<file path="src/rtl/k_means_agg_scheduler_if.sv">
// Handshake bundle between the aggregation scheduler, the accumulation pipelines and the aggregator.
// master = scheduler side, slave = pipelines/aggregator side.
interface k_means_agg_scheduler_if #(
   parameter int NUM_PIPELINE     = 4,
   parameter int NUM_CLUSTER_BITS = 3,
   parameter int MAX_DEPTH_BITS   = 9,
   parameter int PID_BITS         = $clog2(NUM_PIPELINE)
);
   logic                               start_i;
   logic [MAX_DEPTH_BITS:0]            data_dim_i;
   logic [NUM_CLUSTER_BITS:0]          num_cluster_i;
   logic [NUM_PIPELINE-1:0]            accu_finish_i;
   logic [NUM_PIPELINE-1:0]            agg_ready_o;
   logic [NUM_PIPELINE-1:0]            agg_valid_i;
   logic [NUM_PIPELINE-1:0][63:0]      agg_data_i;
   logic                               out_space_i;
   logic                               out_valid_o;
   logic [63:0]                        out_data_o;
   logic [PID_BITS-1:0]                out_pid_o;
   logic                               out_last_o;
   logic                               iter_done_o;
   logic                               error_o;

   modport master (
      input  start_i, data_dim_i, num_cluster_i, accu_finish_i,
      input  agg_valid_i, agg_data_i, out_space_i,
      output agg_ready_o, out_valid_o, out_data_o, out_pid_o, out_last_o,
      output iter_done_o, error_o
   );

   modport slave (
      output start_i, data_dim_i, num_cluster_i, accu_finish_i,
      output agg_valid_i, agg_data_i, out_space_i,
      input  agg_ready_o, out_valid_o, out_data_o, out_pid_o, out_last_o,
      input  iter_done_o, error_o
   );
endinterface

</file>
<file path="src/rtl/k_means_agg_scheduler.sv">
// Grants each accumulation pipeline in ascending order and merges their dumps into one tagged stream.
// Merged words lag agg_valid_i by one cycle; grants wait for out_space_i, pipelines are never stalled mid-dump.
module k_means_agg_scheduler #(
   parameter int NUM_PIPELINE     = 4,
   parameter int NUM_CLUSTER_BITS = 3,
   parameter int MAX_DEPTH_BITS   = 9,
   parameter int PID_BITS         = $clog2(NUM_PIPELINE)
) (
   input  logic                         clk,
   input  logic                         rst,
   k_means_agg_scheduler_if.master      bus
);
   localparam int WB = NUM_CLUSTER_BITS + MAX_DEPTH_BITS + 2;

   typedef enum logic [2:0] {IDLE, WAIT_FIN, ARB, DRAIN, DONE} state_t;

   state_t                  state;
   logic [PID_BITS-1:0]     pid;
   logic [WB-1:0]           word_cnt;
   logic [WB-1:0]           words;
   logic [NUM_PIPELINE-1:0] finished;
   logic [NUM_PIPELINE-1:0] grant_mask;
   logic [NUM_PIPELINE-1:0] stray;
   logic                    hit;
   logic                    last_word;
   logic                    start_ok;

   logic [NUM_PIPELINE-1:0] agg_ready;
   logic                    out_valid;
   logic [63:0]             out_data;
   logic [PID_BITS-1:0]     out_pid;
   logic                    out_last;
   logic                    iter_done;
   logic                    error;

   assign grant_mask = {{(NUM_PIPELINE-1){1'b0}}, 1'b1} << pid;
   // Outside DRAIN every valid is unexpected; inside DRAIN only the granted pipeline may talk.
   assign stray      = (state == DRAIN) ? (bus.agg_valid_i & ~grant_mask) : bus.agg_valid_i;
   assign hit        = (state == DRAIN) && |(bus.agg_valid_i & grant_mask);
   assign last_word  = (word_cnt + WB'(1)) == words;
   assign start_ok   = bus.start_i && (state == IDLE);

   always_ff @(posedge clk or posedge rst) begin
      if (rst) begin
         state     <= IDLE;
         pid       <= '0;
         word_cnt  <= '0;
         words     <= '0;
         finished  <= '0;
         agg_ready <= '0;
         out_valid <= 1'b0;
         out_data  <= '0;
         out_pid   <= '0;
         out_last  <= 1'b0;
         iter_done <= 1'b0;
         error     <= 1'b0;
      end else begin
         agg_ready <= '0;
         out_valid <= 1'b0;
         out_last  <= 1'b0;
         iter_done <= 1'b0;

         if (|stray || (bus.start_i && state != IDLE))
            error <= 1'b1;

         // Clearing wins over a finish arriving in the same cycle.
         if (start_ok || state == DONE)
            finished <= '0;
         else
            finished <= finished | bus.accu_finish_i;

         if (hit) begin
            out_valid <= 1'b1;
            out_data  <= bus.agg_data_i[pid];
            out_pid   <= pid;
            out_last  <= last_word;
            word_cnt  <= word_cnt + WB'(1);
         end

         case (state)
            IDLE: begin
               if (bus.start_i) begin
                  words <= WB'(bus.num_cluster_i)
                         + WB'(bus.num_cluster_i) * WB'(bus.data_dim_i)
                         + WB'(1);
                  state <= WAIT_FIN;
               end
            end
            WAIT_FIN: begin
               if (&finished) begin
                  pid   <= '0;
                  state <= ARB;
               end
            end
            ARB: begin
               if (bus.out_space_i) begin
                  agg_ready <= grant_mask;
                  word_cnt  <= '0;
                  state     <= DRAIN;
               end
            end
            DRAIN: begin
               if (hit && last_word) begin
                  if (pid == PID_BITS'(NUM_PIPELINE - 1)) begin
                     state <= DONE;
                  end else begin
                     pid   <= pid + PID_BITS'(1);
                     state <= ARB;
                  end
               end
            end
            DONE: begin
               iter_done <= 1'b1;
               state     <= IDLE;
            end
            default: state <= IDLE;
         endcase
      end
   end

   assign bus.agg_ready_o = agg_ready;
   assign bus.out_valid_o = out_valid;
   assign bus.out_data_o  = out_data;
   assign bus.out_pid_o   = out_pid;
   assign bus.out_last_o  = out_last;
   assign bus.iter_done_o = iter_done;
   assign bus.error_o     = error;
endmodule
</file>
<file path="src/flat_wrapper.sv">
// flat-port wrapper written by rule: the top's interface ports become plain ports
module k_means_agg_scheduler_flat 
#(
   parameter int NUM_PIPELINE     = 4,
   parameter int NUM_CLUSTER_BITS = 3,
   parameter int MAX_DEPTH_BITS   = 9,
   parameter int PID_BITS         = $clog2(NUM_PIPELINE)
)
  (clk, rst, bus_start_i, bus_data_dim_i, bus_num_cluster_i, bus_accu_finish_i, bus_agg_valid_i, bus_agg_data_i, bus_out_space_i, bus_agg_ready_o, bus_out_valid_o, bus_out_data_o, bus_out_pid_o, bus_out_last_o, bus_iter_done_o, bus_error_o);
  k_means_agg_scheduler_if #(.NUM_PIPELINE(NUM_PIPELINE), .NUM_CLUSTER_BITS(NUM_CLUSTER_BITS), .MAX_DEPTH_BITS(MAX_DEPTH_BITS), .PID_BITS(PID_BITS)) bus_i ();
  input  logic clk;
  input  logic rst;
  input wire logic [$bits(bus_i.start_i)-1:0] bus_start_i;
  input wire logic [$bits(bus_i.data_dim_i)-1:0] bus_data_dim_i;
  input wire logic [$bits(bus_i.num_cluster_i)-1:0] bus_num_cluster_i;
  input wire logic [$bits(bus_i.accu_finish_i)-1:0] bus_accu_finish_i;
  input wire logic [$bits(bus_i.agg_valid_i)-1:0] bus_agg_valid_i;
  input wire logic [$bits(bus_i.agg_data_i)-1:0] bus_agg_data_i;
  input wire logic [$bits(bus_i.out_space_i)-1:0] bus_out_space_i;
  output wire logic [$bits(bus_i.agg_ready_o)-1:0] bus_agg_ready_o;
  output wire logic [$bits(bus_i.out_valid_o)-1:0] bus_out_valid_o;
  output wire logic [$bits(bus_i.out_data_o)-1:0] bus_out_data_o;
  output wire logic [$bits(bus_i.out_pid_o)-1:0] bus_out_pid_o;
  output wire logic [$bits(bus_i.out_last_o)-1:0] bus_out_last_o;
  output wire logic [$bits(bus_i.iter_done_o)-1:0] bus_iter_done_o;
  output wire logic [$bits(bus_i.error_o)-1:0] bus_error_o;
  assign bus_i.start_i = bus_start_i;
  assign bus_i.data_dim_i = bus_data_dim_i;
  assign bus_i.num_cluster_i = bus_num_cluster_i;
  assign bus_i.accu_finish_i = bus_accu_finish_i;
  assign bus_i.agg_valid_i = bus_agg_valid_i;
  assign bus_i.agg_data_i = bus_agg_data_i;
  assign bus_i.out_space_i = bus_out_space_i;
  assign bus_agg_ready_o = bus_i.agg_ready_o;
  assign bus_out_valid_o = bus_i.out_valid_o;
  assign bus_out_data_o = bus_i.out_data_o;
  assign bus_out_pid_o = bus_i.out_pid_o;
  assign bus_out_last_o = bus_i.out_last_o;
  assign bus_iter_done_o = bus_i.iter_done_o;
  assign bus_error_o = bus_i.error_o;
  k_means_agg_scheduler #(.NUM_PIPELINE(NUM_PIPELINE), .NUM_CLUSTER_BITS(NUM_CLUSTER_BITS), .MAX_DEPTH_BITS(MAX_DEPTH_BITS), .PID_BITS(PID_BITS)) u_core (.clk(clk), .rst(rst), .bus(bus_i));
endmodule
</file>
<file path="config.mk">
export PLATFORM = sky130hd
export DESIGN_NAME = k_means_agg_scheduler_flat
export DESIGN_NICKNAME = d
export VERILOG_FILES = /design/src/rtl/k_means_agg_scheduler_if.sv /design/src/rtl/k_means_agg_scheduler.sv /design/src/flat_wrapper.sv
export SDC_FILE = /design/constraint.sdc
export NUM_CORES = 1
export LEC_CHECK = 0
export ABC_CLOCK_PERIOD_IN_PS = 10600
export CAP_MARGIN = 5
export CORE_AREA = 3 3 138 140
export DETAILED_ROUTE_END_ITERATION = 7
export DIE_AREA = 0 0 141 143
export GPL_ROUTABILITY_DRIVEN = 0
export PLACE_DENSITY = 0.88
export SLEW_MARGIN = 20
export SYNTH_ARGS = -nofsm -noshare
export SYNTH_HDL_FRONTEND = slang
export SYNTH_SLANG_ARGS = --single-unit
</file>
<file path="constraint.sdc">
create_clock -name clk -period 10.6 [get_ports clk]
set_input_delay 2.12 -clock clk [delete_from_list [all_inputs] [get_ports clk]]
set_output_delay 2.12 -clock clk [all_outputs]
set_load 0.05 [all_outputs]
</file>
==> summary.txt, run 1 <==
Detailed routing
  – WL/cell: 23.0 um
  – 1st-iter DRT viols: 312
  – Vias: 6469
  – Via/cell ratio: 5.43
  – Number of detailed-route iterations in the first pass: 5
  – Detailed-route wire length: 27400 um
  – DRC: 0
  – Antenna-violating nets left: 0

Critical path
  – Worst Setup SP: bus_num_cluster_i[1]
  – Slowest-stage cell, CP: clkdlybuf4s50_1
  – R2r setup slk: 7.33 ns
  – Setup crit end: u_core.words[9]
  – CP max stage delay: 0.63 ns
  – Critical path depth: 14
  – Crit Path Max Fanout: 11
  – CP Launch Type: primary input
  – Worst setup path category: in2reg
  – Reg-to-reg critical path startpoint: u_core.pid[0]
  – Worst reg2reg path endpoint: u_core.word_cnt[11]
  – Worst Setup End Kind: flip-flop
  – Cell family with most CP delay: adder cells
  – Critical Path RT: 10.88 ns
  – Bufs and invs on worst path: 2
  – Path depth of the worst reg2reg path: 9
  – Crit-path cells: clkdlybuf4s50_1 -> nand2_1 -> fa_1 -> fa_1 -> fa_1 -> inv_1 -> ha_1 -> nor2b_1 -> o21ai_0 -> a21oi_1 -> o21ai_1 -> a21boi_0 -> or4_1 -> nand3_1
  – CP Data Arrival Time: 6.12 ns
  – Most numerous cell on the critical path: fa_1

Clocking
  – Setup bufs post-CTS: 0
  – Clock Tree Root: clkbuf_16
  – CTS resizes: 0
  – Hold Buf Count CTS: 0
  – CTS clk-pin slew, worst paths: 0.08 ns
  – CTS Buffer Depth: 2
  – H-Tree Depth: 3
  – CTS tree: built
  – Sink Count: 111
  – Num CTS Buffers: 9
  – Clk_lat worst skew: 0.36 ns

Synthesis
  – Synthesized flop and latch total: 111
  – Yosys cell types: 56
  – Ys async rst share: 100%
  – Syn_area_per_cell: 12.3 um2
  – Post-synthesis cell count: 624
  – Post-synth EDFFs: 0
  – Syn Nets: 957
  – Primary FF master, synth: dfrtp_1
  – Synth Cell Area: 7680 um2
  – Seq/Total Area, Yosys: 36.2%
  – Synth warnings: 0

Global route
  – First-pass GRT wire length: 40100 um
  – Vias in the first global route: 6752
  – Pin count of the biggest net entering global routing: 76
  – GRT overflow: 0
  – Initial antenna violation count: 2
  – GR Util All Layers: 26.9%

Timing
  – Fin. Hold Viols: 0
  – Post-Route Skew: 0.0106 ns
  – Setup TNS: 0 ns
  – Fmax: 0.171 GHz
  – Final setup viols: 0
  – Relative slew margins: 33.0%
  – Worst-Margin Slew: 1.00 ns
  – Fin. max-slew vios: 0
  – Final worst path period share: 55.1%
  – Tmin final: 5.84 ns
  – RSZ-0062 raised after global routing: no

Floorplanning
  – Chip width: 141 um
  – Starting density of the core: 42.7%
  – I/O pin cnt: 356
  – Rows: 49
  – Core footprint: 18000 um2
  – Die Area: 20200 um2
  – Die H: 143 um

Min path
  – Worst Min Path Start: u_core.bus.error_o
  – Hold WC Path Type: reg2reg

Cells and area
  – Area Overhead vs Synth: 52.0%
  – Share of cells above drive strength 1: 16.8%
  – Nets@finish: 1289

Power
  – Leakage: 4.75 nW
  – Pwr Total: 2.92 mW
  – P per Cell Area: 250 nW/um2
  – Worst vdd ir: 0.244 mV

Placed design
  – HPWL Detailed: 22500 um
  – I/O Buffers: 355

Job
  – Max Cap Viol: 0

Status
  – Status: completed
-- worst register-to-register path, stage by stage, from the launching register on --
cell	delay, ns
dfrtp_4	0.75
ha_1	0.41
a22oi_1	0.11
nand2_1	0.08
nand2_1	0.19
clkinv_2	0.10
buf_4	0.73
nand2_1	0.30
or3_1	0.38
a21oi_1	0.15
-- state kept, by name, indices dropped and copies added (netlist names) --
name / count
u_core.state: 3
u_core.bus.out_pid_o: 2
u_core.bus.out_last_o: 1
u_core.bus.error_o: 1
u_core.finished: 4
u_core.bus.out_valid_o: 1
u_core.bus.iter_done_o: 1
u_core.words: 14
u_core.bus.agg_ready_o: 4
u_core.bus.out_data_o: 64
u_core.pid: 2
u_core.word_cnt: 14
-- logic make-up (layout without fill, tap and decap cells) --
kind of cell	after synthesis	in the layout	synth area share, %
flip-flops	111	111	36.2
buffers and inverters	65	402	3.78
adder cells (fa/ha/maj)	51	51	10.3
multiplexers	133	133	28.9
XOR/XNOR	35	35	3.99
AND/OR/NAND/NOR	163	163	11.5
AO/OA/AOI/OAI	66	66	5.39
other	0	2	0
-- per-stage QoR --
step / utilization, % / cell area [um2] / hold WS, ns / instances / setup slack [ns]
finish: 65.0 / 11700 / 0.490 / 1192 / 4.76
global route: 65.0 / 11700 / 0.524 / 1192 / 4.54
CTS: 65.0 / 11700 / 0.491 / 1190 / 4.77
detailed placement: 63.4 / 11400 / 0.466 / 1174 / 4.40
global placement: 63.4 / 11400 / 0.457 / 1174 / 4.57
floorplan: - / 7680 / 0.443 / 624 / 5.12
-- worst min path at each step --
stage                                    end  slack (ns)  cells past startpoint
after detailed placement  u_core.bus.error_o        0.47                      2
after global placement    u_core.finished[2]        0.46                      1
after global routing      u_core.finished[2]        0.52                      1
final                     u_core.bus.error_o        0.49                      2
after floorplan           u_core.finished[2]        0.44                      1
after CTS                 u_core.bus.error_o        0.49                      2
-- where the power goes --
group / internal, mW / switching (mW) / leakage (nW) / total, mW
sequential: 0.600 / 0.145 / 1.34 / 0.745
combinational: 0.807 / 1.04 / 3.27 / 1.84
clock: 0.165 / 0.167 / 0.135 / 0.332
-- layout by cell type (no fill, tap or decap), types with 3 or more instances in the layout --
cell	instances
buf_4	4
or3_1	5
a21oi_1	15
ha_1	31
nor3_1	6
o21ai_0	17
and4_1	3
nor2_1	25
xor2_1	16
dfrtp_1	109
nand3_1	14
o21ai_1	3
and2_1	39
xnor2_1	19
inv_1	24
clkdlybuf4s50_1	355
nor3b_1	5
nand2_1	38
mux4_2	64
a21o_1	4
nor2b_1	3
mux2_2	67
fa_1	20
nand2b_1	5
a211oi_1	3
nand4_1	3
o21a_1	5
clkbuf_16	9
and3_1	5
-- cells in the mapped netlist (2+ instances only) --
master	count	area, um2
nor3_1	6	30.0
o21a_1	5	37.5
ha_1	31	388
and3_1	5	31.3
buf_2	10	50.1
a21o_1	4	30.0
fa_1	20	400
nor3b_1	5	37.5
nor4b_1	2	17.5
nand3_1	14	70.1
nand4_1	3	18.8
a31oi_1	2	12.5
mux2_2	67	754
nand2_1	38	143
nand4_2	2	25.0
o211ai_1	2	15.0
inv_1	26	97.6
o21ai_0	17	85.1
or3_1	5	31.3
and2_1	39	244
dfrtp_1	111	2780
a211oi_1	3	22.5
mux4_2	64	1440
a21oi_1	15	75.1
o22ai_1	2	12.5
clkbuf_1	19	71.3
buf_1	4	15.0
mux2i_1	2	20.0
xnor2_1	19	166
nor2b_1	3	18.8
nand2b_1	5	31.3
buf_6	4	45.0
a22oi_1	2	15.0
o31ai_1	2	15.0
or4_1	2	15.0
and4_1	3	26.3
nor2_1	25	93.8
o21ai_1	3	15.0
xor2_1	16	140
-- area by class of cell --
| type | instances | area (um2) |
|---|---|---|
| fillers | 1432 | 6290 |
| multi-input cells | 448 | 4620 |
| repair buffers | 359 | 3580 |
| flip-flops and latches | 111 | 2780 |
| well taps | 229 | 287 |
| clock buffers | 11 | 233 |
| inverters | 27 | 105 |
| clock inverters | 5 | 52.6 |
| diodes | 2 | 5.00 |
-- layer usage --
layer	wire (um)	up-vias	track usage [%]
li1	-	2947	-
met1	10700	3221	32.5
met2	12400	269	41.9
met3	3730	32	14.5
met4	542	0	7.60
met5	0	-	0
Note: power is estimated with default switching activity, not from simulation.
==> run 2: changes to the inputs <==
--- a/config.mk
+++ b/config.mk
@@ -5,13 +5,14 @@
 export SDC_FILE = /design/constraint.sdc
 export NUM_CORES = 1
 export LEC_CHECK = 0
-export ABC_CLOCK_PERIOD_IN_PS = 10600
+export ABC_CLOCK_PERIOD_IN_PS = 4900
 export CAP_MARGIN = 5
-export CORE_AREA = 3 3 138 140
+export CORE_ASPECT_RATIO = 1.25
+export CORE_MARGIN = 3
+export CORE_UTILIZATION = 38
 export DETAILED_ROUTE_END_ITERATION = 7
-export DIE_AREA = 0 0 141 143
 export GPL_ROUTABILITY_DRIVEN = 0
-export PLACE_DENSITY = 0.88
+export PLACE_DENSITY = 0.84
 export SLEW_MARGIN = 20
 export SYNTH_ARGS = -nofsm -noshare
 export SYNTH_HDL_FRONTEND = slang
==> constraint.sdc (replaced) <==
create_clock -name clk -period 4.9 [get_ports clk]
set_input_delay 0.98 -clock clk [delete_from_list [all_inputs] [get_ports clk]]
set_output_delay 0.98 -clock clk [all_outputs]
set_load 0.05 [all_outputs]
==> run 2 against run 1 <==
  * Final area grew 1.1%
  * Global-route usage shrank 2.6 points
  * Clock power grew 140%
  * Combinational power grew 110%
  * Flip-flop and latch count is the same
  * Hold slack lost 0.018 ns
  * Sequential share of layout area shrank 0.26 points
  * Clock skew shrank 0.0037 ns
  * Critical path depth is the same
  * Die area grew 8.9%
  * Non-clock buffer count grew 7
==> summary.txt, run 2 (synthesis gave the netlist of run 1 again) <==
Detailed routing
  – WL/cell: 22.1 um (-4.0%)
  – 1st-iter DRT viols: 400 (+28%)
  – Detailed-route wire length: 27300 um (-0.35%)
  – DRC: 0 (unchanged)
  – Antenna-violating nets left: 0 (unchanged)
  – Number of detailed-route iterations in the first pass: 5 (unchanged)
  – Via/cell ratio: 5.30 (-2.3%)
  – Vias: 6562 (+1.4%)

Timing
  – RSZ-0062 raised after global routing: no
  – Worst-Margin Slew: 0.954 ns (-0.0514 ns)
  – Final setup viols: 0 (unchanged)
  – Fmax: 0.221 GHz
  – Tmin final: 4.52 ns
  – Final worst path period share: 92.3%
  – Fin. Hold Viols: 0 (unchanged)
  – Fin. max-slew vios: 0 (unchanged)
  – Setup TNS: 0 ns (unchanged)
  – Relative slew margins: 36.4% (+3.4 points)
  – Post-Route Skew: 0.00683 ns (-0.00373 ns)
  – Final worst slack: 0.375 ns (-4.39 ns)
  – Hold Slack: 0.472 ns (-0.0177 ns)

Critical path
  – CP Launch Type: primary input
  – Cell family with most CP delay: adder cells
  – Critical path depth: 14 (unchanged)
  – Slowest-stage cell, CP: fa_1
  – Bufs and invs on worst path: 2 (unchanged)
  – R2r setup slk: 2.02 ns (-5.31 ns)
  – Worst setup path category: in2reg
  – CP max stage delay: 0.55 ns (-0.08 ns)
  – Crit-path cells: clkdlybuf4s50_1 -> nand2_1 -> fa_1 -> fa_1 -> fa_1 -> inv_1 -> ha_1 -> nor2b_1 -> o21ai_0 -> a21oi_1 -> o21ai_1 -> a21boi_0 -> or4_1 -> nand3_1
  – Path depth of the worst reg2reg path: 9 (unchanged)
  – Critical Path RT: 5.20 ns (-5.68 ns)
  – CP Data Arrival Time: 4.82 ns (-1.30 ns)
  – Crit Path Max Fanout: 4 (-7)
  – Worst Setup End Kind: flip-flop
  – Most numerous cell on the critical path: fa_1

Power
  – Pwr Total: 6.25 mW (+110%)
  – Worst vdd ir: 0.299 mV (+23%)
  – P per Cell Area: 530 nW/um2 (+110%)
  – Leakage: 4.79 nW (+0.98%)

Floorplanning
  – Chip width: 133 um (-5.6%)
  – Die Area: 22000 um2 (+8.9%)
  – Rows: 57 (+16%)
  – Starting density of the core: 39.1% (-3.6 points)
  – Die H: 165 um (+15%)
  – Core footprint: 19600 um2 (+9.2%)
  – I/O pin cnt: 356 (unchanged)

Global route
  – GRT overflow: 0 (unchanged)
  – GR Util All Layers: 24.3% (-2.6 points)
  – Initial antenna violation count: 12 (+10)
  – Pin count of the biggest net entering global routing: 72 (-5.3%)
  – Vias in the first global route: 6775 (+0.34%)
  – First-pass GRT wire length: 40600 um (+1.3%)

Job
  – Max Cap Viol: 0 (unchanged)

Cells and area
  – Commonest cells after routing, fill and taps aside: 355 x clkdlybuf4s50_1, 109 x dfrtp_1, 67 x mux2_2, 64 x mux4_2, 39 x and2_1
  – Final Instance Area: 11800 um2 (+1.1%)
  – Most common cell after layout, fill and taps aside: clkdlybuf4s50_1
  – Nets@finish: 1296 (+0.54%)
  – Area Overhead vs Synth: 53.7%
  – Share of cells above drive strength 1: 17.6% (+0.81 points)
  – Max reg flops: 64 (unchanged)
  – Final core utilization: 60.2% (-4.8 points)
  – # fillers: 1589 (+11%)
  – Non-filler cells, final: 1238 (+3.9%)

Clocking
  – Setup bufs post-CTS: 0 (unchanged)
  – Sink Count: 111 (unchanged)
  – CTS clk-pin slew, worst paths: 0.08 ns (about the same)
  – CTS tree: built
  – CTS resizes: 0 (unchanged)
  – CTS Buffer Depth: 2 (unchanged)
  – H-Tree Depth: 3 (unchanged)
  – Clock Tree Root: clkbuf_16
  – Hold Buf Count CTS: 0 (unchanged)
  – Clk_lat worst skew: 0.36 ns (about the same)
  – Num CTS Buffers: 9 (unchanged)

Status
  – Status: completed

Placed design
  – Pre-CTS setup slack: 0.0664 ns (-4.34 ns)
  – HPWL Detailed: 22100 um (-1.9%)
  – I/O Buffers: 355 (unchanged)
  – Cell area after placement: 11500 um2 (+0.78%)
  – Placed Instances: 1217 (+3.7%)

Min path
  – WHS Path Cells: 2 (unchanged)
  – Hold WC Path Type: reg2reg
-- run 2: changes by cell type in the layout (fill, tap and decap cells not counted) --
cell and change:
inv_8 -1, clkinv_4 +2, clkbuf_8 +2, clkinv_8 -1
diode_2 +3, bufinv_16 +1, clkbuf_1 -2, inv_6 -1
nor4b_4 -1, buf_4 +7, nor4b_2 +1
-- run 2: worst paths after layout --
| path | from | end |
|---|---|---|
| worst max-delay path | bus_data_dim_i[2] | u_core.words[9] |
| worst min-delay path | u_core.bus.error_o | u_core.bus.error_o |
| worst max register to register | u_core.pid[0] | u_core.word_cnt[9] |
| worst min register to register | u_core.bus.error_o | u_core.bus.error_o |
| max in group asynchronous | rst | u_core.bus.out_data_o[42] |
| min in group asynchronous | rst | u_core.bus.out_valid_o |
-- run 2: layout make-up --
type                    count  area [um2]  area share [%]
repair buffers            366        3640            30.8
flip-flops and latches    111        2780            23.6
clock inverters             5        63.8           0.541
inverters                  27         105           0.891
clock buffers              11         253            2.14
multi-input cells         448        4620            39.1
diodes                      5        12.5           0.106
well taps                 265         332            2.81
-- run 2: metal layers --
layer  GRT usage (%)  vias up  wire [um]
li1                -     2966          -
met1            27.8     3276       9980
met2            41.1      256      13700
met3            10.3       52       2780
met4            8.37       12        798
met5               0        -         73
-- run 2: where the power goes --
group	switching, mW	leakage (nW)	total, mW	internal [mW]
Combinational	2.14	3.30	3.88	1.75
Clock	0.360	0.152	0.789	0.429
Sequential	0.281	1.34	1.58	1.30
-- run 2: worst reg2reg max path, stage by stage (launching register included) --
cell      delay [ns]
dfrtp_4         0.75
ha_1            0.41
a22oi_1         0.12
nand2_1         0.09
nand2_1         0.18
clkinv_2        0.11
buf_4           0.44
nand2_1         0.21
or3_1           0.35
a21oi_1         0.16
==> run 3: changes to the inputs <==
--- a/config.mk
+++ b/config.mk
@@ -5,13 +5,12 @@
 export SDC_FILE = /design/constraint.sdc
 export NUM_CORES = 1
 export LEC_CHECK = 0
-export ABC_CLOCK_PERIOD_IN_PS = 4900
+export ABC_CLOCK_PERIOD_IN_PS = 3900
 export CAP_MARGIN = 5
 export CORE_ASPECT_RATIO = 1.25
 export CORE_MARGIN = 3
 export CORE_UTILIZATION = 38
 export DETAILED_ROUTE_END_ITERATION = 7
-export GPL_ROUTABILITY_DRIVEN = 0
 export PLACE_DENSITY = 0.84
 export SLEW_MARGIN = 20
 export SYNTH_ARGS = -nofsm -noshare
==> constraint.sdc (replaced) <==
create_clock -name clk -period 3.9 [get_ports clk]
set_input_delay 0.78 -clock clk [delete_from_list [all_inputs] [get_ports clk]]
set_output_delay 0.78 -clock clk [all_outputs]
set_load 0.05 [all_outputs]
==> run 3 against run 2 <==
  * Via count increased by 1.3%
  * Total power up 27%
  * Final cell count increased by 2.3%
  * Non-clock buffer count is 30 higher
  * Wire length increased by 1.5%
  * Die area unchanged
  * Global-route usage fell by 0.066 points
  * Flip-flop and latch count is the same
  * Critical path type unchanged
  * Largest cell class unchanged
  * Largest power group unchanged
==> summary.txt, run 3 (synthesis gave the netlist of run 1 again) <==
Placed design
  – I/O Buffers: 355 (unchanged)
  – GPL Wtd Cong: 0.945
  – HPWL Detailed: 22400 um (+1.6%)
  – Cell area after placement: 11700 um2 (+2.2%)

Detailed routing
  – DRC: 0 (unchanged)
  – WL/cell: 21.9 um (-0.85%)
  – Detailed-route wire length: 27700 um (+1.5%)
  – Via/cell ratio: 5.25 (-1.0%)
  – Antenna-violating nets left: 0 (unchanged)
  – Vias: 6647 (+1.3%)
  – 1st-iter DRT viols: 292 (-27%)
  – Number of detailed-route iterations in the first pass: 4 (-1)

Floorplanning
  – Rows: 57 (unchanged)
  – I/O pin cnt: 356 (unchanged)
  – Die Area: 22000 um2 (unchanged)
  – Core footprint: 19600 um2 (unchanged)
  – Starting density of the core: 39.1% (unchanged)
  – Chip width: 133 um (unchanged)
  – Die H: 165 um (unchanged)

Critical path
  – Critical Path RT: 4.19 ns (-1.01 ns)
  – Setup crit end: u_core.words[9]
  – Path depth of the worst reg2reg path: 4 (-5)
  – Worst Setup End Kind: flip-flop
  – Reg-to-reg critical path startpoint: u_core.pid[0]
  – Worst setup path category: in2reg
  – CP Launch Type: primary input
  – CP Data Arrival Time: 4.07 ns (-0.75 ns)
  – Crit Path Max Fanout: 4 (unchanged)
  – R2r setup slk: 1.16 ns (-0.86 ns)
  – Worst reg2reg path endpoint: u_core.bus.out_data_o[7]
  – Worst Setup SP: bus_data_dim_i[4]

Power
  – Pwr Total: 7.95 mW (+27%)
  – Worst vdd ir: 0.310 mV (+3.5%)
  – P per Cell Area: 658 nW/um2 (+24%)
  – Leakage: 4.99 nW (+4.1%)

Clocking
  – Clk_lat worst skew: 0.36 ns (about the same)
  – Sink Count: 111 (unchanged)
  – Num CTS Buffers: 9 (unchanged)
  – CTS Buffer Depth: 2 (unchanged)
  – Clock Tree Root: clkbuf_16
  – H-Tree Depth: 3 (unchanged)
  – CTS clk-pin slew, worst paths: 0.08 ns (about the same)
  – CTS tree: built

Cells and area
  – Nets@finish: 1326 (+2.3%)
  – Final Instance Area: 12100 um2 (+2.3%)
  – Commonest cells after routing, fill and taps aside: 348 x clkdlybuf4s50_1, 109 x dfrtp_1, 67 x mux2_2, 64 x mux4_2
  – Share of cells above drive strength 1: 20.9% (+3.4 points)
  – Area Overhead vs Synth: 57.3%
  – Final core utilization: 61.6% (+1.4 points)
  – Most common cell after layout, fill and taps aside: clkdlybuf4s50_1
  – Max reg flops: 64 (unchanged)

Timing
  – Fin. Hold Viols: 0 (unchanged)
  – RSZ-0062 raised after global routing: no
  – Fin. max-slew vios: 0 (unchanged)
  – Final worst path period share: 96.9%
  – Final setup viols: 0 (unchanged)
  – Relative slew margins: 44.1% (+7.7 points)
  – Setup TNS: 0 ns (unchanged)
  – Worst-Margin Slew: 0.838 ns (-0.115 ns)
  – Fmax: 0.265 GHz
  – Tmin final: 3.78 ns
  – Post-Route Skew: 0.0142 ns (+0.00732 ns)

Global route
  – Pin count of the biggest net entering global routing: 76 (+5.6%)
  – First-pass GRT wire length: 40100 um (-1.3%)
  – Initial antenna violation count: 13 (+1)
  – GRT overflow: 0 (unchanged)
  – Vias in the first global route: 6794 (+0.28%)
  – GR Util All Layers: 24.2% (-0.066 points)

Status
  – Status: completed

Min path
  – Hold WC Path Type: reg2reg

Job
  – Max Cap Viol: 0 (unchanged)
run 3: cell types whose count changed in the layout (fill, tap and decap cells not counted), moves of 3 or more:
cell,delta
dlymetal6s2s_1,+5
inv_6,+3
o21ai_0,-3
buf_4,+28
clkdlybuf4s50_1,-7
run 3: per-stage QoR:
stage          std cells  setup WS (ns)  hold WS, ns
6_report            1267          0.120        0.476
5_1_grt             1267        0.00364        0.503
4_1_cts             1262        0.00755        0.484
3_5_place_dp        1245         -0.605        0.464
3_3_place_gp        1245         -0.480        0.452
2_1_floorplan        624         0.0405        0.443
run 3: final cells by class:
cell class | instances | area (um2)
multi-input cells | 448 | 4670
repair buffers | 396 | 3900
diodes | 4 | 10.0
clock inverters | 5 | 46.3
well taps | 265 | 332
fillers | 1554 | 7540
clock buffers | 11 | 233
flip-flops and latches | 111 | 2780
inverters | 27 | 105
run 3: worst min path at each step:
stage | from | depth (start not counted) | end
final | u_core.bus.error_o | 2 | u_core.bus.error_o
after global routing | u_core.bus.error_o | 2 | u_core.bus.error_o
after CTS | u_core.bus.error_o | 2 | u_core.bus.error_o
after detailed placement | u_core.bus.error_o | 2 | u_core.bus.error_o
after global placement | u_core.bus.error_o | 2 | u_core.bus.error_o
after floorplan | u_core.finished[2] | 1 | u_core.finished[2]
run 3: power breakdown:
group	leakage, nW	total, mW	switching, mW	internal [mW]
logic	3.51	5.09	2.78	2.31
clock network	0.137	0.917	0.467	0.450
registers	1.34	1.95	0.314	1.63
total	4.99	7.95	3.56	4.39
run 3: per-layer routing:
layer	wire length (um)	global-route usage (%)
met1	10100	27.7
met2	13700	40.5
met3	2890	9.84
met5	81	0
met4	956	10.1
run 3: critical path, stage by stage:
cell             delay, ns
clkdlybuf4s50_1       0.45
and2_1                0.20
fa_1                  0.56
fa_1                  0.41
ha_1                  0.28
ha_1                  0.29
buf_4                 0.14
inv_1                 0.10
a21oi_4               0.05
o21ai_2               0.17
a21boi_2              0.08
or4_1                 0.48
nand3_2               0.07
run 3: timing repair:
item                       in CTS  in global routing
cloned                          0                  0
resized for setup               6                 13
setup endpoints to repair       5                  7
hold buffers                    0                  0
pin swaps                       6                  6
setup buffers                   1                  1
hold endpoints to repair        0                  0
